File: src/rtl/fifo_stream_reader_pkg.sv
// Shared defaults, word type and in-flight popcount helper for the FIFO stream reader.
package fifo_stream_pkg;

    localparam int DEFAULT_RD_LATENCY = 2;
    localparam int DEFAULT_BUF_DEPTH  = 4;

    typedef logic [31:0] word_t;

    // Up to four latency stages plus the capture stage are tracked.
    function automatic logic [2:0] popcount_lat(input logic [4:0] bits);
        logic [2:0] n;
        n = '0;
        for (int i = 0; i < 5; i++) begin
            n = n + {2'b00, bits[i]};
        end
        return n;
    endfunction

endpackage

File: src/rtl/fifo_stream_reader_if.sv
// FIFO read side plus outgoing valid/ready stream; master is the reader, slave is FIFO+consumer.
interface fifo_stream_reader_if #(
    parameter int DATA_WIDTH = 32
);
    logic [DATA_WIDTH-1:0] FIFO_DOUT;
    logic                  FIFO_EMPTY;
    logic                  FIFO_ALMOST_EMPTY;
    logic                  FIFO_RD_EN;
    logic [DATA_WIDTH-1:0] M_DATA;
    logic                  M_VALID;
    logic                  M_READY;

    modport master (
        input  FIFO_DOUT, FIFO_EMPTY, FIFO_ALMOST_EMPTY, M_READY,
        output FIFO_RD_EN, M_DATA, M_VALID
    );

    modport slave (
        output FIFO_DOUT, FIFO_EMPTY, FIFO_ALMOST_EMPTY, M_READY,
        input  FIFO_RD_EN, M_DATA, M_VALID
    );
endinterface

File: src/rtl/fifo_stream_reader_skid_buf.sv
// Circular landing buffer; push and pop in the same cycle leave count unchanged.
// Zero-latency read of the head entry; caller must never push into a full buffer.
module stream_skid_buf
    import fifo_stream_pkg::*;
#(
    parameter int DATA_WIDTH = 32,
    parameter int BUF_DEPTH  = DEFAULT_BUF_DEPTH
) (
    input  logic                         CLK,
    input  logic                         RESET_N,
    input  logic                         push,
    input  logic [DATA_WIDTH-1:0]        din,
    input  logic                         pop,
    output logic [DATA_WIDTH-1:0]        dout,
    output logic [$clog2(BUF_DEPTH):0]   count
);
    localparam int AW = $clog2(BUF_DEPTH);
    localparam int CW = AW + 1;

    logic [DATA_WIDTH-1:0] mem_q [BUF_DEPTH];
    logic [AW-1:0]         wr_ptr_q, wr_ptr_d;
    logic [AW-1:0]         rd_ptr_q, rd_ptr_d;
    logic [CW-1:0]         count_q, count_d;

    always_comb begin
        wr_ptr_d = wr_ptr_q;
        rd_ptr_d = rd_ptr_q;
        count_d  = count_q;
        if (push) wr_ptr_d = wr_ptr_q + AW'(1);
        if (pop)  rd_ptr_d = rd_ptr_q + AW'(1);
        if (push && !pop)      count_d = count_q + CW'(1);
        else if (!push && pop) count_d = count_q - CW'(1);
    end

    always_ff @(posedge CLK or negedge RESET_N) begin
        if (!RESET_N) begin
            for (int i = 0; i < BUF_DEPTH; i++) mem_q[i] <= '0;
            wr_ptr_q <= '0;
            rd_ptr_q <= '0;
            count_q  <= '0;
        end else begin
            if (push) mem_q[wr_ptr_q] <= din;
            wr_ptr_q <= wr_ptr_d;
            rd_ptr_q <= rd_ptr_d;
            count_q  <= count_d;
        end
    end

    assign dout  = mem_q[rd_ptr_q];
    assign count = count_q;

    overflow_chk: assert property (@(posedge CLK) disable iff (!RESET_N)
        !(push && !pop && (count_q == CW'(BUF_DEPTH))));

endmodule

File: src/rtl/fifo_stream_reader.sv
// Reads a fixed-latency FIFO into a credit-checked buffer and streams it out; optional WORD_CNT under FIFO_STREAM_READER_CNT_EN.
// First word: M_VALID rises RD_LATENCY+1 edges after the edge sampling FIFO_RD_EN; then 1 word/cycle. M_READY low stalls reads once buffer+in-flight fill.
module fifo_stream_reader
    import fifo_stream_pkg::*;
#(
    parameter int DATA_WIDTH = 32,
    parameter int RD_LATENCY = DEFAULT_RD_LATENCY,
    parameter int BUF_DEPTH  = DEFAULT_BUF_DEPTH
) (
    input  logic                  CLK,
    input  logic                  RESET_N,
    fifo_stream_reader_if.master  bus
`ifdef FIFO_STREAM_READER_CNT_EN
    ,
    output logic [31:0]           WORD_CNT
`endif
);
    localparam int CW = $clog2(BUF_DEPTH) + 1;

    logic [RD_LATENCY-1:0] inflight_sr_q;
    logic                  capture_q;
    logic                  rd_issued_q;
    logic                  rd_en;
    logic                  vld;
    logic                  pop;
    logic [CW-1:0]         count;
    logic [2:0]            n_inflight;
    logic [7:0]            committed;

    // capture_q is the cycle FIFO_DOUT actually holds the word, one stage past the latency shifter.
    assign n_inflight = popcount_lat(5'({capture_q, inflight_sr_q}));
    assign committed  = 8'(count) - 8'(pop) + 8'(n_inflight);

    // rd_issued_q covers the flag lag: the FIFO may already be empty while still showing almost-empty.
    assign rd_en = RESET_N & !bus.FIFO_EMPTY
                 & !(bus.FIFO_ALMOST_EMPTY & rd_issued_q)
                 & (committed < 8'(BUF_DEPTH));

    assign vld            = (count != '0);
    assign pop            = vld & bus.M_READY;
    assign bus.FIFO_RD_EN = rd_en;
    assign bus.M_VALID    = vld;

    always_ff @(posedge CLK or negedge RESET_N) begin
        if (!RESET_N) begin
            inflight_sr_q <= '0;
            capture_q     <= 1'b0;
            rd_issued_q   <= 1'b0;
        end else begin
            inflight_sr_q <= (inflight_sr_q << 1) | RD_LATENCY'(rd_en);
            capture_q     <= inflight_sr_q[RD_LATENCY-1];
            rd_issued_q   <= rd_en;
        end
    end

    stream_skid_buf #(
        .DATA_WIDTH (DATA_WIDTH),
        .BUF_DEPTH  (BUF_DEPTH)
    ) u_buf (
        .CLK     (CLK),
        .RESET_N (RESET_N),
        .push    (capture_q),
        .din     (bus.FIFO_DOUT),
        .pop     (pop),
        .dout    (bus.M_DATA),
        .count   (count)
    );

`ifdef FIFO_STREAM_READER_CNT_EN
    logic [31:0] word_cnt_q;

    always_ff @(posedge CLK or negedge RESET_N) begin
        if (!RESET_N)  word_cnt_q <= '0;
        else if (pop)  word_cnt_q <= word_cnt_q + 32'd1;
    end

    assign WORD_CNT = word_cnt_q;
`endif

endmodule

File: src/flat_wrapper.sv
// flat-port wrapper written by rule: the top's interface ports become plain ports
module fifo_stream_reader_flat import fifo_stream_pkg::*;
#(
    parameter int DATA_WIDTH = 32,
    parameter int RD_LATENCY = DEFAULT_RD_LATENCY,
    parameter int BUF_DEPTH  = DEFAULT_BUF_DEPTH
)
  (CLK, RESET_N, bus_FIFO_DOUT, bus_FIFO_EMPTY, bus_FIFO_ALMOST_EMPTY, bus_M_READY, bus_FIFO_RD_EN, bus_M_DATA, bus_M_VALID);
  fifo_stream_reader_if #(.DATA_WIDTH(DATA_WIDTH)) bus_i ();
  input  logic CLK;
  input  logic RESET_N;
  input wire logic [$bits(bus_i.FIFO_DOUT)-1:0] bus_FIFO_DOUT;
  input wire logic [$bits(bus_i.FIFO_EMPTY)-1:0] bus_FIFO_EMPTY;
  input wire logic [$bits(bus_i.FIFO_ALMOST_EMPTY)-1:0] bus_FIFO_ALMOST_EMPTY;
  input wire logic [$bits(bus_i.M_READY)-1:0] bus_M_READY;
  output wire logic [$bits(bus_i.FIFO_RD_EN)-1:0] bus_FIFO_RD_EN;
  output wire logic [$bits(bus_i.M_DATA)-1:0] bus_M_DATA;
  output wire logic [$bits(bus_i.M_VALID)-1:0] bus_M_VALID;
  assign bus_i.FIFO_DOUT = bus_FIFO_DOUT;
  assign bus_i.FIFO_EMPTY = bus_FIFO_EMPTY;
  assign bus_i.FIFO_ALMOST_EMPTY = bus_FIFO_ALMOST_EMPTY;
  assign bus_i.M_READY = bus_M_READY;
  assign bus_FIFO_RD_EN = bus_i.FIFO_RD_EN;
  assign bus_M_DATA = bus_i.M_DATA;
  assign bus_M_VALID = bus_i.M_VALID;
  fifo_stream_reader #(.DATA_WIDTH(DATA_WIDTH), .RD_LATENCY(RD_LATENCY), .BUF_DEPTH(BUF_DEPTH)) u_core (.CLK(CLK), .RESET_N(RESET_N), .bus(bus_i));
endmodule
File: config.mk
export PLATFORM = sky130hd
export DESIGN_NAME = fifo_stream_reader_flat
export DESIGN_NICKNAME = d
export VERILOG_FILES = /design/src/rtl/fifo_stream_reader_pkg.sv /design/src/rtl/fifo_stream_reader_if.sv /design/src/rtl/fifo_stream_reader_skid_buf.sv /design/src/rtl/fifo_stream_reader.sv /design/src/flat_wrapper.sv
export SDC_FILE = /design/constraint.sdc
export NUM_CORES = 1
export LEC_CHECK = 0
export ABC_AREA = 1
export CORE_ASPECT_RATIO = 0.5
export CORE_MARGIN = 2
export CORE_UTILIZATION = 49
export DETAILED_ROUTE_END_ITERATION = 10
export PLACE_DENSITY = 0.75
export SLEW_MARGIN = 0
export SYNTH_ARGS = -nofsm -noshare
export SYNTH_HDL_FRONTEND = slang
export SYNTH_HIERARCHICAL = 1
export SYNTH_SLANG_ARGS = --single-unit
export TNS_END_PERCENT = 50
File: constraint.sdc
create_clock -name CLK -period 3.4 [get_ports CLK]
set_clock_uncertainty 0.1 [all_clocks]
set_input_delay 0.34 -clock CLK [delete_from_list [all_inputs] [get_ports CLK]]
set_output_delay 0.34 -clock CLK [all_outputs]
set_load 0.01 [all_outputs]
==> flow_summary.toml, run 1 <==
[run_status]
status = "finished, final reports clean"

[route]
viasPerCell = 5.141
wl_um = 13690
drt_iter0_markers = 381
antenna_left = 0
vias = 5100
drtPass1Iterations = 5
drc = 0
wire_per_inst_um = 13.80

[setup_path]
path_buf_inv = 2
cpLargestDelayFamily = "adder cells"
path_class = "reg2out"
rr_worst_depth = 11
cp_slowest_cell = "dfrtp_1"
path_depth = 12
cp-start-kind = "flop"
crit_arrival_ns = 2.66
critPathMaxFanout = 5
rrSetupSlack_ns = 1.25
crit_chain = "nor2_2 > a21boi_0 > ha_1 > ha_1 > inv_1 > ha_1 > nand3_1 > nand2_1 > nand2_1 > nand2_1 > nor2_1 > dlygate4sd2_1"
worstSetupEndpointType = "output pin"
required_ns = 2.96
max_stage_delay_ns = 0.42

[timing]
fmaxAchievable_ghz = 0.3225
relSlewSlack_pct = 36.16
rsz0062_at_grt = "false"
fin_crit_sh_pct = 91.20
slew_viol_final = 0
period_needed_ns = 3.101
whs_ns = 0.2663
finalSetupTns_ns = 0
fin_ws_ns = 0.2991
worst_pin_slew_ns = 0.9575
hold_viol = 0
finalSetupViolations = 0

[clock_network]
cts_buffers = 17
cts_buffer_depth = 2
postCtsSetupBuffers = 0
cts_tree = "done"
cts_root_buf = "clkbuf_16"
clkSinkCount = 138
htreeDepth = 4
cts.clk_slew.worst_paths_ns = 0.06
clk_latency_ns = 0.41

[global_route]
grt-ovfl-total = 0
grt_max_degree = 79
gr-usage-met1_pct = 26.80
top_usage_layer = "met2"
grt_pass1_wl_um = 23760
grt_pass1_vias = 5126
use_met2_pct = 36.55
met3_usage_pct = 3.918
grt_usage_pct = 21.09
antenna_found_initial = 0

[finish]
nets = 856
fin_util_pct = 61.02
area_growth_pct = 20.91
fillers = 1086
antenna_cells = 0
final_cell_mix = "242 x nand2_1, 137 x dfrtp_1, 128 x o21ai_1"
drive_gt1_share_pct = 5.718
layout_commonest_cell = "nand2_1"

[floorplanning]
core_area_um2 = 12700
die_w_um = 165.8
ioPinCount = 71
start_util_pct = 50.47
rows = 29
die_y_um = 84.88
dieArea_um2 = 14070

[placed_design]
post-dp-hpwl_um = 7833
place_ws_ns = 0.1992
globalplace.congestion = 0.7236
portBuffers = 70

[power_and_ir_drop]
power_switching_uw = 3050
leakagePower_uw = 0.003979
vdd_drop_max_mv = 0.4421
clkPwrFrac_pct = 22.2
power_frac_comb_pct = 40.5
power_uw = 8291
swShare_pct = 36.78
seq_power_share_pct = 37.3
p_int_uw = 5242
cellPowerDensity_nw_per_um2 = 1070

[yosys]
synth_seq_cells = 138
syn_inst = 758
ys_warn_count = 6
synth_nets = 805
ys_seq_area_share_pct = 53.87
synthDistinctLibCells = 22
syn-cell-area_um2 = 6410
syn_avg_cell_area_um2 = 8.456

[hold_path]
hold_class = "in2async"

[job]
drv_cap = 0
==> per-stage QoR <==
stage,instances,cell area (µm²)
after floorplan,758,6410
after global placement,959,7148
after detailed placement,959,7148
after CTS,992,7750
after global routing,992,7750
final,992,7750
==> final timing paths <==
| kind | to | startpoint |
|---|---|---|
| worst max-delay path | bus_FIFO_RD_EN | u_core/u_buf/count[2]$_DFFE_PN0P_ |
| worst min-delay path | u_core/u_buf/mem_q[63]$_DFFE_PN0P_ | RESET_N |
| worst max register to register | u_core/inflight_sr_q[0]$_DFF_PN0_ | u_core/u_buf/count[2]$_DFFE_PN0P_ |
| worst min register to register | u_core/capture_q$_DFF_PN0_ | u_core/inflight_sr_q[1]$_DFF_PN0_ |
| max in group asynchronous | u_core/u_buf/mem_q[111]$_DFFE_PN0P_ | RESET_N |
| min in group CLK | u_core/capture_q$_DFF_PN0_ | u_core/inflight_sr_q[1]$_DFF_PN0_ |
==> routing by layer <==
metal	up-vias	wire, µm
met4	0	150
met1	2443	6319
met5	-	0
met3	13	538
li1	2532	-
met2	112	6676
==> state kept, by name (all words and copies together), names as in the netlist <==
name and flops:
u_core/u_buf/rd_ptr_q 2, u_core/u_buf/wr_ptr_q 2, u_core/u_buf/count 3, u_core/inflight_sr_q 2
u_core/u_buf/mem_q 128, u_core/capture_q 1
==> synthesized netlist by cell type (all sizes together) <==
cell type | n | share of area, %
inv | 112 | 6.6
xnor2 | 1 | 0.14
nand2 | 246 | 15
xor2 | 3 | 0.41
o211ai | 64 | 7.5
ha | 8 | 1.6
nand4 | 1 | 0.098
nand3 | 3 | 0.23
dfrtp | 138 | 54
buf | 45 | 3.6
o21ai | 129 | 10
clkbuf | 1 | 0.059
nor2 | 2 | 0.16
fa | 2 | 0.62
a21oi | 2 | 0.16
a21boi | 1 | 0.12
==> power groups by stage <==
stage / registers, µW / clock network [µW] / logic [µW]
2_1_floorplan: 2850 / 0 / 2320
3_3_place_gp: 3050 / 0 / 3250
3_5_place_dp: 3100 / 0 / 3350
4_1_cts: 3090 / 1880 / 3390
5_1_grt: 3210 / 1960 / 3830
6_report: 3090 / 1840 / 3360
==> cell type report <==
type	instances	area, µm²	area share (%)
multi-input combinational	462	2303	29.72
clock buffer	18	439.2	5.667
sequential	138	3457	44.61
clock inverter	14	153.9	1.986
timing repair buffer	78	763.2	9.848
inverter	112	420.4	5.425
tap	170	212.7	2.745
==> logic make-up (layout without fill, tap and decap cells) <==
logic type	count (synthesis)	in the layout	synth area share (%)
DFF	138	138	53.87
and+or+nand+nor	252	252	15.36
buffers and inverters	158	222	10.19
adders and majority gates	10	10	2.186
AOI/OAI and AO/OA	196	196	17.84
xor gates and xnor gates	4	4	0.5467
==> what timing repair did <==
action,4_1_cts,5_1_grt
resized for setup,1,0
hold endpoints to repair,26,0
setup endpoints to repair,1,0
hold buffers,1,0
Note: power is estimated with default switching activity, not from simulation.
==> run 2, diff against run 1 <==
--- a/config.mk
+++ b/config.mk
@@ -8,9 +8,9 @@
 export ABC_AREA = 1
 export CORE_ASPECT_RATIO = 0.5
 export CORE_MARGIN = 2
-export CORE_UTILIZATION = 49
+export CORE_UTILIZATION = 55
 export DETAILED_ROUTE_END_ITERATION = 10
-export PLACE_DENSITY = 0.75
+export PLACE_DENSITY = 0.82
 export SLEW_MARGIN = 0
 export SYNTH_ARGS = -nofsm -noshare
 export SYNTH_HDL_FRONTEND = slang
==> run 2 against run 1 <==
Net effect:
- clock power shrank 3%
- clock-buffer cell count fell by 1
- sequential power fell by 1%
- critical path type unchanged
- highest routed layer unchanged
- global-route usage rose by 3.0 points
- worst setup slack got worse by 0.030 ns
- register-to-register slack got worse by 0.02 ns
- non-clock buffer count is 2 lower
- flip-flop and latch count stayed put
- sequential share of layout area is 0.16 points higher
- die area is 11% lower
==> flow_summary.toml, run 2 (synthesis results as in run 1) <==
[floorplanning]
die_y_um = 80.34
ioPinCount = 71
dieArea_um2 = 12590
die_w_um = 156.7
core_area_um2 = 11180
start_util_pct = 57.32
rows = 27

[timing]
slew_viol_final = 0
period_needed_ns = 3.131
rsz0062_at_grt = "false"
finalSetupViolations = 0
relSlewSlack_pct = 34.77
hold_viol = 0
fin_crit_sh_pct = 92.09
finalSetupTns_ns = 0
fmaxAchievable_ghz = 0.3194
worst_pin_slew_ns = 0.9785

[placed_design]
post-dp-hpwl_um = 8099
portBuffers = 70
globalplace.congestion = 0.7682

[route]
viasPerCell = 5.283
wire_per_inst_um = 14.32
wl_um = 14020
vias = 5172
drtPass1Iterations = 5
drt_iter0_markers = 400
antenna_left = 0
drc = 0

[clock_network]
cts.clk_slew.worst_paths_ns = 0.06
cts_buffer_depth = 2
postCtsSetupBuffers = 0
cts_buffers = 17
cts_root_buf = "clkbuf_16"
cts_tree = "done"
htreeDepth = 4
clkSinkCount = 138
clk_latency_ns = 0.41

[global_route]
grt_pass1_vias = 4990
grt-ovfl-total = 0
grt_pass1_wl_um = 23570
grt_usage_pct = 24.13
grt_max_degree = 81
antenna_found_initial = 0

[job]
drv_cap = 0

[power_and_ir_drop]
p_int_uw = 5168
seq_power_share_pct = 36.9
cellPowerDensity_nw_per_um2 = 1071
vdd_drop_max_mv = 0.5748
power_switching_uw = 3105
clkPwrFrac_pct = 21.6
swShare_pct = 37.53
power_frac_comb_pct = 41.5
leakagePower_uw = 0.003959

[setup_path]
cp_slowest_cell = "dfrtp_1"
crit_chain = "nor2_4 > a21boi_0 > ha_1 > ha_1 > inv_1 > ha_1 > nand3_1 > nand2_1 > nand2_1 > nand2_1 > nor2_1 > dlygate4sd2_1"
path_class = "reg2out"
rr_worst_depth = 11
r2r_end = "u_core/inflight_sr_q[0]$_DFF_PN0_"
endpoint = "bus_FIFO_RD_EN"
crit_arrival_ns = 2.69
r2r-start = "u_core/u_buf/count[1]$_DFFE_PN0P_"
cp-startpoint = "u_core/u_buf/count[1]$_DFFE_PN0P_"
rrSetupSlack_ns = 1.23
critPathMaxFanout = 4
max_stage_delay_ns = 0.45
worstSetupEndpointType = "output pin"
cp-start-kind = "flop"
required_ns = 2.96

[finish]
fin_util_pct = 69.06
area_growth_pct = 20.48
layout_commonest_cell = "nand2_1"
top_register = "u_core/u_buf/mem_q"
largest_reg_flops = 128
nets = 854
antenna_cells = 0
final_cell_mix = "242 x nand2_1, 137 x dfrtp_1, 128 x o21ai_1"
drive_gt1_share_pct = 5.488

[hold_path]
hold_class = "reg2reg"

[run_status]
status = "finished, final reports clean"
run 2: layer usage:
layer	vias to the layer above	track usage [%]	routed length, µm
li1	2539	-	-
met1	2484	31.44	6208
met2	134	41.15	7018
met3	15	4.803	632
met4	0	7.890	162
met5	-	0	0
run 2: per-stage QoR:
stage	instances	cell area, µm²	hold slack, ns	power (µW)	worst slack (ns)
5_1_grt	979	7722	0.3503	8921	0.01502
3_5_place_dp	946	7132	0.2452	6473	0.1301
3_3_place_gp	946	7132	0.2454	6298	0.2236
6_report	979	7722	0.3290	8273	0.2689
4_1_cts	979	7717	0.3297	8325	0.1981
2_1_floorplan	758	6410	-0.05559	5169	0.9739
run 2: final cells by class:
cell class | count | area, µm²
Fill cell | 869 | 3460
Sequential cell | 138 | 3457
Multi-Input combinational cell | 462 | 2308
Timing Repair Buffer | 76 | 760.7
Clock buffer | 17 | 425.4
Inverter | 112 | 420.4
Tap cell | 159 | 198.9
Clock inverter | 15 | 151.4
run 2: power groups by stage:
stage	registers (µW)	logic (µW)	clock network, µW
after floorplan	2850	2320	0
after global placement	3000	3290	0
after detailed placement	3050	3420	0
after CTS	3040	3460	1820
after global routing	3160	3860	1900
final	3050	3430	1790
run 2: worst min path at each step:
stage / depth (start not counted) / to / start
3_5_place_dp: 1 / u_core/u_buf/count[0]$_DFFE_PN0P_ / RESET_N
6_report: 0 / u_core/inflight_sr_q[1]$_DFF_PN0_ / u_core/inflight_sr_q[0]$_DFF_PN0_
2_1_floorplan: 0 / u_core/capture_q$_DFF_PN0_ / RESET_N
5_1_grt: 0 / u_core/inflight_sr_q[1]$_DFF_PN0_ / u_core/inflight_sr_q[0]$_DFF_PN0_
3_3_place_gp: 1 / u_core/u_buf/count[1]$_DFFE_PN0P_ / RESET_N
4_1_cts: 0 / u_core/inflight_sr_q[1]$_DFF_PN0_ / u_core/inflight_sr_q[0]$_DFF_PN0_
run 2: timing repair:
item,4_1_cts,5_1_grt
pin swaps,1,0
hold buffers,1,0
gates cloned,0,0
endpoints found under the hold margin,58,0
endpoints found under the setup margin,1,1
gates resized for setup,1,1
run 2: worst max-delay path, delay by kind of cell (launching register included):
family,cells,cell delay [ns]
simple gates,6,0.57
buf+inv,2,0.32
flops,1,0.45
compound gates,1,0.14
fa+ha+maj,3,0.80
==> run 3, diff against run 2 <==
--- a/config.mk
+++ b/config.mk
@@ -6,7 +6,6 @@
 export NUM_CORES = 1
 export LEC_CHECK = 0
 export ABC_AREA = 1
-export CORE_ASPECT_RATIO = 0.5
 export CORE_MARGIN = 2
 export CORE_UTILIZATION = 55
 export DETAILED_ROUTE_END_ITERATION = 10
==> run 3 against run 2 <==
Net effect:
- register-to-register slack improved by 0.11 ns
- flip-flop and latch count unchanged
- die area is 0.41% lower
- worst setup slack better by 0.20 ns
- clock-buffer cell count up 2
- sequential power increased by 2%
- non-clock buffer count up 1
- utilization fell by 1.4 points
- final area increased by 0.11%
- via count about the same
- first-iteration DRC count rose by 12%
- critical endpoint is now bus_M_DATA[13]
- largest cell class unchanged
==> flow_summary.toml, run 3 (synthesis results as in run 1) <==
[job]
drv_cap = 0

[power_and_ir_drop]
seq_power_share_pct = 37.0
vdd_drop_max_mv = 0.5120
cellPowerDensity_nw_per_um2 = 1086
power_frac_comb_pct = 40.4
leakagePower_uw = 0.003981
p_int_uw = 5304
swShare_pct = 36.84
power_switching_uw = 3094
clkPwrFrac_pct = 22.6

[setup_path]
cpLargestDelayFamily = "flip-flops"
crit_arrival_ns = 2.49
worstSetupEndpointType = "output pin"
cp_slowest_cell = "dfrtp_4"
path_buf_inv = 2
cp-start-kind = "flop"
max_stage_delay_ns = 0.91
path_class = "reg2out"
required_ns = 2.96
crit_chain = "buf_4 > o211ai_1 > nand2_1 > clkdlybuf4s50_1"
critPathMaxFanout = 75

[timing]
relSlewSlack_pct = 34.62
worst_pin_slew_ns = 0.9807
finalSetupTns_ns = 0
slew_viol_final = 0
hold_viol = 0
rsz0062_at_grt = "false"
fmaxAchievable_ghz = 0.3412
fin_crit_sh_pct = 86.21
finalSetupViolations = 0
period_needed_ns = 2.931

[route]
drc = 0
wl_met1_um = 6160
drtPass1Iterations = 6
dr.max_layer_used = "met4"
met3_length_um = 770
route.met2.wl_um = 6798
drt_iter0_markers = 448
viasPerCell = 5.366
wl_um = 13930
antenna_left = 0
vias = 5167
wire_per_inst_um = 14.46

[finish]
final_cell_mix = "242 x nand2_1, 136 x dfrtp_1, 128 x o21ai_1"
drive_gt1_share_pct = 5.488
layout_commonest_cell = "nand2_1"
largest_reg_flops = 128
multi_input_area_um2 = 2308
fillers = 895
area_growth_pct = 20.61
antenna_cells = 0
top_register = "u_core/u_buf/mem_q"
seqCellArea_um2 = 3458
nets = 855
final_area_um2 = 7731
fin_util_pct = 67.71

[global_route]
grt_usage_pct = 23.45
grt_pass1_vias = 5160
grt-ovfl-total = 0
antenna_found_initial = 0
grt_pass1_wl_um = 23650
grt_max_degree = 79

[clock_network]
cts_buffer_depth = 2
cts_tree = "done"
clkSinkCount = 138
htreeDepth = 4
cts_buffers = 17
cts_hold_buf = 0
cts_root_buf = "clkbuf_16"
clk_latency_ns = 0.41
cts.clk_slew.worst_paths_ns = 0.06

[placed_design]
portBuffers = 70
place_area_um2 = 7114
globalplace.congestion = 0.8214
post-dp-hpwl_um = 8078

[run_status]
status = "finished, final reports clean"

[hold_path]
hold_class = "in2async"

[floorplanning]
die_w_um = 112.0
rows = 39
start_util_pct = 56.14
dieArea_um2 = 12530
core_area_um2 = 11420
ioPinCount = 71
die_y_um = 112.0
-- run 3: changes by cell type in the layout (fill, tap and decap cells not counted), sizes merged --
| cell | before | now |
|---|---|---|
| dlygate4sd2 | 1 | 0 |
| clkbuf | 17 | 19 |
| clkinv | 8 | 5 |
| inv | 114 | 112 |
| dlygate4sd3 | 1 | 0 |
| dlymetal6s2s | 0 | 1 |
| buf | 6 | 8 |
| bufinv | 2 | 4 |
-- run 3: routing by layer --
layer  global-route usage (%)  vias to the layer above
met3                    5.716                       21
met2                    38.06                      151
met1                    31.00                     2469
met5                        0                        -
met4                    8.618                        0
li1                         -                     2526
-- run 3: cell type report --
cell class,instances,share of cell area [%]
inverter,112,5.438
clock buffer,19,5.600
clock inverter,12,2.266
sequential,138,44.73
multi-input combinational,462,29.86
tap,143,2.314
timing repair buffer,77,9.791
-- run 3: worst register-to-register path: cells and delay by family (launching register included) --
kind	cells	cell delay, ns
adder cells (fa/ha/maj)	3	0.78
AO/OA/AOI/OAI	2	0.22
buffers and inverters	1	0.04
AND/OR/NAND/NOR	4	0.36
flip-flops	1	0.44
-- run 3: timing repair --
action                     in CTS  in global routing
resized for setup               0                  4
setup endpoints to repair       0                  1
buffers inserted                0                  0
-- run 3: power groups by stage --
stage	Combinational [µW]	Sequential (µW)	Clock (µW)
2_1_floorplan	2320	2850	0
3_3_place_gp	3240	3040	0
3_5_place_dp	3370	3100	0
4_1_cts	3420	3090	1930
5_1_grt	3830	3220	2000
6_report	3390	3110	1900
-- run 3: worst paths after layout --
kind                                                              to                                  from  slack (ns)  depth (start not counted)
max in group asynchronous       u_core/u_buf/rd_ptr_q[0]$_DFFE_PN0P_                               RESET_N        2.37                          2
worst max-delay path                                  bus_M_DATA[13]  u_core/u_buf/rd_ptr_q[0]$_DFFE_PN0P_        0.47                          4
worst max register to register     u_core/inflight_sr_q[0]$_DFF_PN0_     u_core/u_buf/count[2]$_DFFE_PN0P_        1.34                         10
worst min register to register            u_core/capture_q$_DFF_PN0_     u_core/inflight_sr_q[1]$_DFF_PN0_        0.31                          0
worst min-delay path              u_core/u_buf/mem_q[99]$_DFFE_PN0P_                               RESET_N       0.009                          2
min in group CLK                   u_core/inflight_sr_q[0]$_DFF_PN0_                               RESET_N        0.18                          5
-- run 3: stage by stage --
| stage | power, µW | hold WS [ns] | worst slack [ns] | instances |
|---|---|---|---|---|
| 2_1_floorplan | 5169 | -0.05559 | 0.9739 | 758 |
| 3_3_place_gp | 6281 | 0.3009 | 0.2700 | 932 |
| 3_5_place_dp | 6476 | 0.3005 | 0.2042 | 932 |
| 4_1_cts | 8440 | 0.03609 | 0.01019 | 963 |
| 5_1_grt | 9047 | 0.07465 | 0.3202 | 963 |
| 6_report | 8398 | 0.008698 | 0.4690 | 963 |
